==> config.mk <==
export PLATFORM = sky130hd
export DESIGN_NAME = guess_round_ctrl_flat
export DESIGN_NICKNAME = d
export VERILOG_FILES = /design/src/rtl/guess_round_ctrl_if.sv /design/src/rtl/guess_round_ctrl.sv /design/src/flat_wrapper.sv
export SDC_FILE = /design/constraint.sdc
export NUM_CORES = 1
export LEC_CHECK = 0
export CAP_MARGIN = 0
export CORE_MARGIN = 4
export CORE_UTILIZATION = 63
export CTS_BUF_LIST = sky130_fd_sc_hd__clkbuf_8
export DETAILED_ROUTE_END_ITERATION = 12
export PLACE_DENSITY = 0.88
export SETUP_SLACK_MARGIN = 0.1
export SYNTH_ARGS = -nofsm -noshare
export SYNTH_HDL_FRONTEND = slang
export SYNTH_SLANG_ARGS = --single-unit
export TNS_END_PERCENT = 30
==> constraint.sdc <==
create_clock -name clk -period 6.9 [get_ports clk]
set_input_delay 1.035 -clock clk [delete_from_list [all_inputs] [get_ports clk]]
set_output_delay 1.035 -clock clk [all_outputs]
set_load 0.02 [all_outputs]
==> src/rtl/guess_round_ctrl_if.sv <==
// Gameplay bus between the difficulty/input side and the round controller.
interface guess_round_ctrl_if;
  logic       confirmButton;
  logic [9:0] guess;
  logic [1:0] max_digit;
  logic       tick_1hz;
  logic [2:0] round;
  logic [2:0] incorrect_guesses;
  logic [6:0] timer;
  logic [1:0] hint;
  logic       busy;

  // Stimulus side: drives the player inputs and observes the game state.
  modport master (
    output confirmButton, guess, max_digit, tick_1hz,
    input  round, incorrect_guesses, timer, hint, busy
  );

  // Controller side.
  modport slave (
    input  confirmButton, guess, max_digit, tick_1hz,
    output round, incorrect_guesses, timer, hint, busy
  );
endinterface

==> src/rtl/guess_round_ctrl.sv <==
// Round sequencer for the number-guessing game: LFSR target generation,
// guess checking, per-level round/miss counters and countdown timer.
module guess_round_ctrl #(
  parameter int unsigned TIME_STEP = 30,
  parameter logic [9:0]  LFSR_SEED = 10'h2A5
) (
  input logic               clk,
  input logic               restart,
  guess_round_ctrl_if.slave bus
);

  localparam int unsigned VAL_W   = 10;
  localparam int unsigned CNT_W   = 3;
  localparam int unsigned TIMER_W = 7;

  typedef enum logic [2:0] {IDLE, GEN, PLAY, CHECK, DONE} state_t;

  state_t               state_q, state_d;
  logic [VAL_W-1:0]     lfsr_q;
  logic [VAL_W-1:0]     target_q, target_d;
  logic [VAL_W-1:0]     guess_q, guess_d;
  logic [1:0]           max_digit_q;
  logic                 confirm_q;
  logic [CNT_W-1:0]     round_q, round_d;
  logic [CNT_W-1:0]     inc_q, inc_d;
  logic [TIMER_W-1:0]   timer_q, timer_d;
  logic [1:0]           hint_q, hint_d;
  logic                 busy_q;

  logic [VAL_W-1:0]     candidate_c;
  logic [VAL_W-1:0]     limit_c;
  logic                 confirm_edge_c;
  logic                 level_entry_c;
  logic [TIMER_W-1:0]   timer_load_c;
  logic [TIMER_W-1:0]   timer_tick_c;

  // Shared decode: candidate target, level limit, input edges, timer arithmetic.
  always_comb begin
    candidate_c    = lfsr_q - VAL_W'(1);
    confirm_edge_c = bus.confirmButton & ~confirm_q;
    level_entry_c  = (bus.max_digit != max_digit_q) && (bus.max_digit != 2'd0);
    timer_load_c   = TIMER_W'(TIME_STEP * 32'(bus.max_digit));
    timer_tick_c   = (bus.tick_1hz && (timer_q != '0)) ? timer_q - TIMER_W'(1) : timer_q;
    unique case (bus.max_digit)
      2'd1:    limit_c = VAL_W'(10);
      2'd2:    limit_c = VAL_W'(100);
      2'd3:    limit_c = VAL_W'(1000);
      default: limit_c = '0;
    endcase
  end

  // Next-state and datapath updates; level entry outranks everything, then game end.
  always_comb begin
    state_d  = state_q;
    target_d = target_q;
    guess_d  = guess_q;
    round_d  = round_q;
    inc_d    = inc_q;
    timer_d  = timer_q;
    hint_d   = hint_q;
    if (level_entry_c) begin
      state_d = GEN;
      round_d = '0;
      inc_d   = '0;
      timer_d = timer_load_c;
      hint_d  = 2'b00;
    end else if (bus.max_digit == 2'd0) begin
      state_d = DONE;
    end else begin
      unique case (state_q)
        IDLE: state_d = IDLE;
        GEN: begin
          if (candidate_c < limit_c) begin
            target_d = candidate_c;
            state_d  = PLAY;
          end
        end
        PLAY: begin
          timer_d = timer_tick_c;
          // Acceptance looks at the registered timer, so a guess on the last tick still counts.
          if (confirm_edge_c && (timer_q != '0)) begin
            guess_d = bus.guess;
            state_d = CHECK;
          end
        end
        CHECK: begin
          timer_d = timer_tick_c;
          if (guess_q == target_q) begin
            hint_d  = 2'b11;
            round_d = (round_q == '1) ? round_q : round_q + CNT_W'(1);
            state_d = GEN;
          end else begin
            hint_d  = (guess_q < target_q) ? 2'b01 : 2'b10;
            inc_d   = (inc_q == '1) ? inc_q : inc_q + CNT_W'(1);
            state_d = PLAY;
          end
        end
        DONE:    state_d = DONE;
        default: state_d = IDLE;
      endcase
    end
  end

  // State, LFSR and output registers with synchronous restart.
  always_ff @(posedge clk) begin
    if (restart) begin
      state_q     <= IDLE;
      lfsr_q      <= LFSR_SEED;
      target_q    <= '0;
      guess_q     <= '0;
      max_digit_q <= 2'd0;
      confirm_q   <= 1'b0;
      round_q     <= '0;
      inc_q       <= '0;
      timer_q     <= '0;
      hint_q      <= 2'b00;
      busy_q      <= 1'b0;
    end else begin
      state_q     <= state_d;
      lfsr_q      <= {lfsr_q[8:0], lfsr_q[9] ^ lfsr_q[6]};
      target_q    <= target_d;
      guess_q     <= guess_d;
      max_digit_q <= bus.max_digit;
      confirm_q   <= bus.confirmButton;
      round_q     <= round_d;
      inc_q       <= inc_d;
      timer_q     <= timer_d;
      hint_q      <= hint_d;
      busy_q      <= (state_d == GEN);
    end
  end

  assign bus.round             = round_q;
  assign bus.incorrect_guesses = inc_q;
  assign bus.timer             = timer_q;
  assign bus.hint              = hint_q;
  assign bus.busy              = busy_q;

endmodule

==> src/flat_wrapper.sv <==
// flat-port wrapper written by rule: the top's interface ports become plain ports
module guess_round_ctrl_flat 
#(
  parameter int unsigned TIME_STEP = 30,
  parameter logic [9:0]  LFSR_SEED = 10'h2A5
)
  (clk, restart, bus_confirmButton, bus_guess, bus_max_digit, bus_tick_1hz, bus_round, bus_incorrect_guesses, bus_timer, bus_hint, bus_busy);
  guess_round_ctrl_if bus_i ();
  input logic clk;
  input logic restart;
  input wire logic [$bits(bus_i.confirmButton)-1:0] bus_confirmButton;
  input wire logic [$bits(bus_i.guess)-1:0] bus_guess;
  input wire logic [$bits(bus_i.max_digit)-1:0] bus_max_digit;
  input wire logic [$bits(bus_i.tick_1hz)-1:0] bus_tick_1hz;
  output wire logic [$bits(bus_i.round)-1:0] bus_round;
  output wire logic [$bits(bus_i.incorrect_guesses)-1:0] bus_incorrect_guesses;
  output wire logic [$bits(bus_i.timer)-1:0] bus_timer;
  output wire logic [$bits(bus_i.hint)-1:0] bus_hint;
  output wire logic [$bits(bus_i.busy)-1:0] bus_busy;
  assign bus_i.confirmButton = bus_confirmButton;
  assign bus_i.guess = bus_guess;
  assign bus_i.max_digit = bus_max_digit;
  assign bus_i.tick_1hz = bus_tick_1hz;
  assign bus_round = bus_i.round;
  assign bus_incorrect_guesses = bus_i.incorrect_guesses;
  assign bus_timer = bus_i.timer;
  assign bus_hint = bus_i.hint;
  assign bus_busy = bus_i.busy;
  guess_round_ctrl #(.TIME_STEP(TIME_STEP), .LFSR_SEED(LFSR_SEED)) u_core (.clk(clk), .restart(restart), .bus(bus_i));
endmodule
==> results.yml <==
floorplan:
  rows: 24
  die_w_um: 75.0
  top_level_ports: 32
  die_h_um: 75.0
  die_area_mm2: 0.00562
  core_area_mm2: 0.00435
  initial_core_util_pct: 64.9
synth:
  synth_area_mm2: 0.00283
  yosys.area.top_type: "dfxtp_1"
  synth_cell_types: 52
  async_reset_ff_share_pct: 0
  ys_warn_count: 0
  synth_fp_nets: 358
  synth-main-ff-cell: "dfxtp_1"
  syn_area_per_cell_um2: 9.12
  ys_ff_latch: 52
  synth_cells: 310
  synth_top_area_share_pct: 36.8
  netlist_top_cells_area: "dfxtp_1 (37%), ha_1 (14%), mux2i_1 (4.2%)"
  synth_edf_count: 0
  synth-seq-area-share_pct: 36.8
power_and_ir_drop:
  p_leak_nw: 1.31
  peakVddDrop_mv: 0.163
  powerDensity_mw_per_mm2: 207
clocking:
  cts.hold.buffers_added: 0
  cts_resized: 0
  numCtsBuffers: 5
  cts_buffer_depth: 2
  cts_tree: "yes"
  post_cts_buffers: 0
  clock_latency_ns: 0.31
  clkSinkCount: 52
  cts-root-buf: "clkbuf_8"
  htreeDepth: 2
  cts.reportedPaths.clkPinSlew_ns: 0.09
placement:
  dp_hpwl_um: 4100
  gp_congestion: 0.810
  dp_slack_ns: 3.07
  port_buffers: 31
  placed_area_mm2: 0.00314
timing:
  layout_setup_ws_ns: 3.34
  fin_crit_ns: 3.56
  worst_pin_slew_ns: 0.829
  slew_headroom_pct: 44.6
  fmax_mhz: 281
  clock_skew_ns: 0.00587
  setup_viol: 0
  min_period_over_period_pct: 51.5
  fin_hold_ws_ns: 0.477
  fin_tns_setup_ns: 0
  slew_viol_final: 0
  final_hold_viol_count: 0
  rsz0062_at_grt: "false"
global_routing:
  grt_max_degree: 45
  grt_usage_pct: 20.9
  grtUsageMet3_pct: 3.87
  overflow: 0
  grt_antenna_before_repair: 0
  grt_pass1_wl_um: 9090
  grt_pass1_vias: 2145
  busiest_layer: "met2"
  grtUsageMet1_pct: 25.9
  use_met2_pct: 35.4
critical_path:
  critPathKind: "in2reg"
  cp.arrival_ns: 3.73
  end_kind: "register"
  ff2ff_setup_slack_ns: 3.54
  critical_path.startpoint_type: "primary input"
  reg2reg_depth: 11
  required_ns: 7.08
  cp_max_fo: 13
final_layout:
  drive_gt1_share_pct: 7.19
  area_growth_pct: 15.7
  finalNetCount: 381
  diodes: 0
  final_cell_area_mm2: 0.00327
hold_path:
  hold_class: "reg2reg"
  whs_path_depth: 2
route:
  dr.pass1.iters: 4
  drc: 0
  drt-initial-drc-count: 106
  drt-total-wl_um: 5500
  via_per_inst: 5.80
  ant_nets: 0
  via_count: 2239
  wl_per_cell_um: 14.2
job:
  drv_cap: 0
outcome:
  outcome: "finished, final reports clean"
[cells in the mapped netlist (4+ instances only)]
| cell type | n |
|---|---|
| dfxtp_1 | 52 |
| ha_1 | 32 |
| nor2_1 | 31 |
| inv_1 | 28 |
| a31oi_1 | 15 |
| nand2_1 | 14 |
| clkbuf_1 | 13 |
| xor2_1 | 13 |
| mux2i_1 | 12 |
| a311oi_1 | 9 |
| a21oi_1 | 7 |
| xnor2_1 | 7 |
| nor2b_1 | 6 |
| a21o_1 | 5 |
| nand3_1 | 5 |
| nor3_1 | 5 |
| nand2b_1 | 4 |
| o21ai_0 | 4 |
| or2_2 | 4 |
[metal layers]
metal / wire length (um) / vias up
li1: - / 1126
met1: 2450 / 1061
met2: 2740 / 40
met3: 193 / 12
met4: 110 / 0
met5: 0 / -
[state kept, by name, indices dropped and copies added, names as in the netlist]
name                          count
u_core.bus.busy                   1
u_core.bus.hint                   2
u_core.bus.incorrect_guesses      3
u_core.bus.round                  3
u_core.bus.timer                  7
u_core.confirm_q                  1
u_core.guess_q                   10
u_core.lfsr_q                    10
u_core.max_digit_q                2
u_core.state_q                    3
u_core.target_q                  10
[critical path, stage by stage]
cell             delay, ns
clkdlybuf4s50_1       0.63
ha_1                  0.23
inv_1                 0.08
ha_1                  0.29
a211o_1               0.30
a21oi_1               0.17
o211ai_1              0.14
o21ai_2               0.43
and2_4                0.31
a311oi_1              0.10
[worst paths after layout]
kind	from	endpoint
setup / recovery	bus_max_digit[0]	u_core.target_q[2]
hold reg to reg	u_core.bus.hint[1]	u_core.bus.hint[1]
hold / removal	u_core.bus.hint[1]	u_core.bus.hint[1]
setup reg to reg	u_core.lfsr_q[3]	u_core.target_q[2]
[placed cells by master, fill, tap and decap left out, types with 2 or more instances in the layout]
| cell type | count |
|---|---|
| nand3_1 | 5 |
| a21oi_1 | 7 |
| clkdlybuf4s50_1 | 31 |
| and4_1 | 3 |
| a311oi_1 | 9 |
| nand4_1 | 2 |
| a211o_1 | 2 |
| or2_2 | 4 |
| clkbuf_8 | 7 |
| a31oi_1 | 15 |
| buf_4 | 2 |
| a221oi_1 | 2 |
| or3_1 | 2 |
| xor2_1 | 13 |
| nand2b_1 | 4 |
| nand2_1 | 14 |
| nor2b_1 | 6 |
| inv_1 | 28 |
| o211ai_1 | 3 |
| o21ai_0 | 4 |
| a21o_1 | 5 |
| mux2i_1 | 12 |
| dfxtp_1 | 52 |
| xnor2_1 | 7 |
| a211oi_1 | 2 |
| nor3_1 | 5 |
| nor2_1 | 31 |
| ha_1 | 32 |
[stage by stage]
step | std cells | utilization [%] | total power, mW
2_1_floorplan | 310 | - | 0.420
4_1_cts | 386 | 75.1 | 0.680
5_1_grt | 386 | 75.1 | 0.710
3_5_place_dp | 378 | 72.2 | 0.456
3_3_place_gp | 378 | 72.2 | 0.452
6_report | 386 | 75.1 | 0.675
[final cells by class]
type	count	area [um^2]
clock inverters	1	30.0
fillers	319	1080
well taps	52	65.1
flip-flops and latches	52	1040
repair buffers	33	325
clock buffers	7	96.3
multi-input cells	212	1600
inverters	29	109
[cells by family (layout without fill, tap and decap cells)]
group / Yosys count / in the layout / synth area share, %
DFF: 52 / 52 / 36.8
xor gates and xnor gates: 20 / 20 / 6.19
adders and majority gates: 32 / 32 / 14.2
and+or+nand+nor: 90 / 90 / 16.9
AOI/OAI and AO/OA: 58 / 58 / 15.0
muxes: 12 / 12 / 4.25
buffers and inverters: 46 / 70 / 6.68
[power by group]
| group | switching (mW) | leakage, nW | internal, mW |
|---|---|---|---|
| Sequential | 0.0131 | 0.425 | 0.313 |
| Combinational | 0.0709 | 0.815 | 0.0534 |
| Clock | 0.0972 | 0.0645 | 0.128 |
No activity file was read; power rests on OpenSTA's default activity.
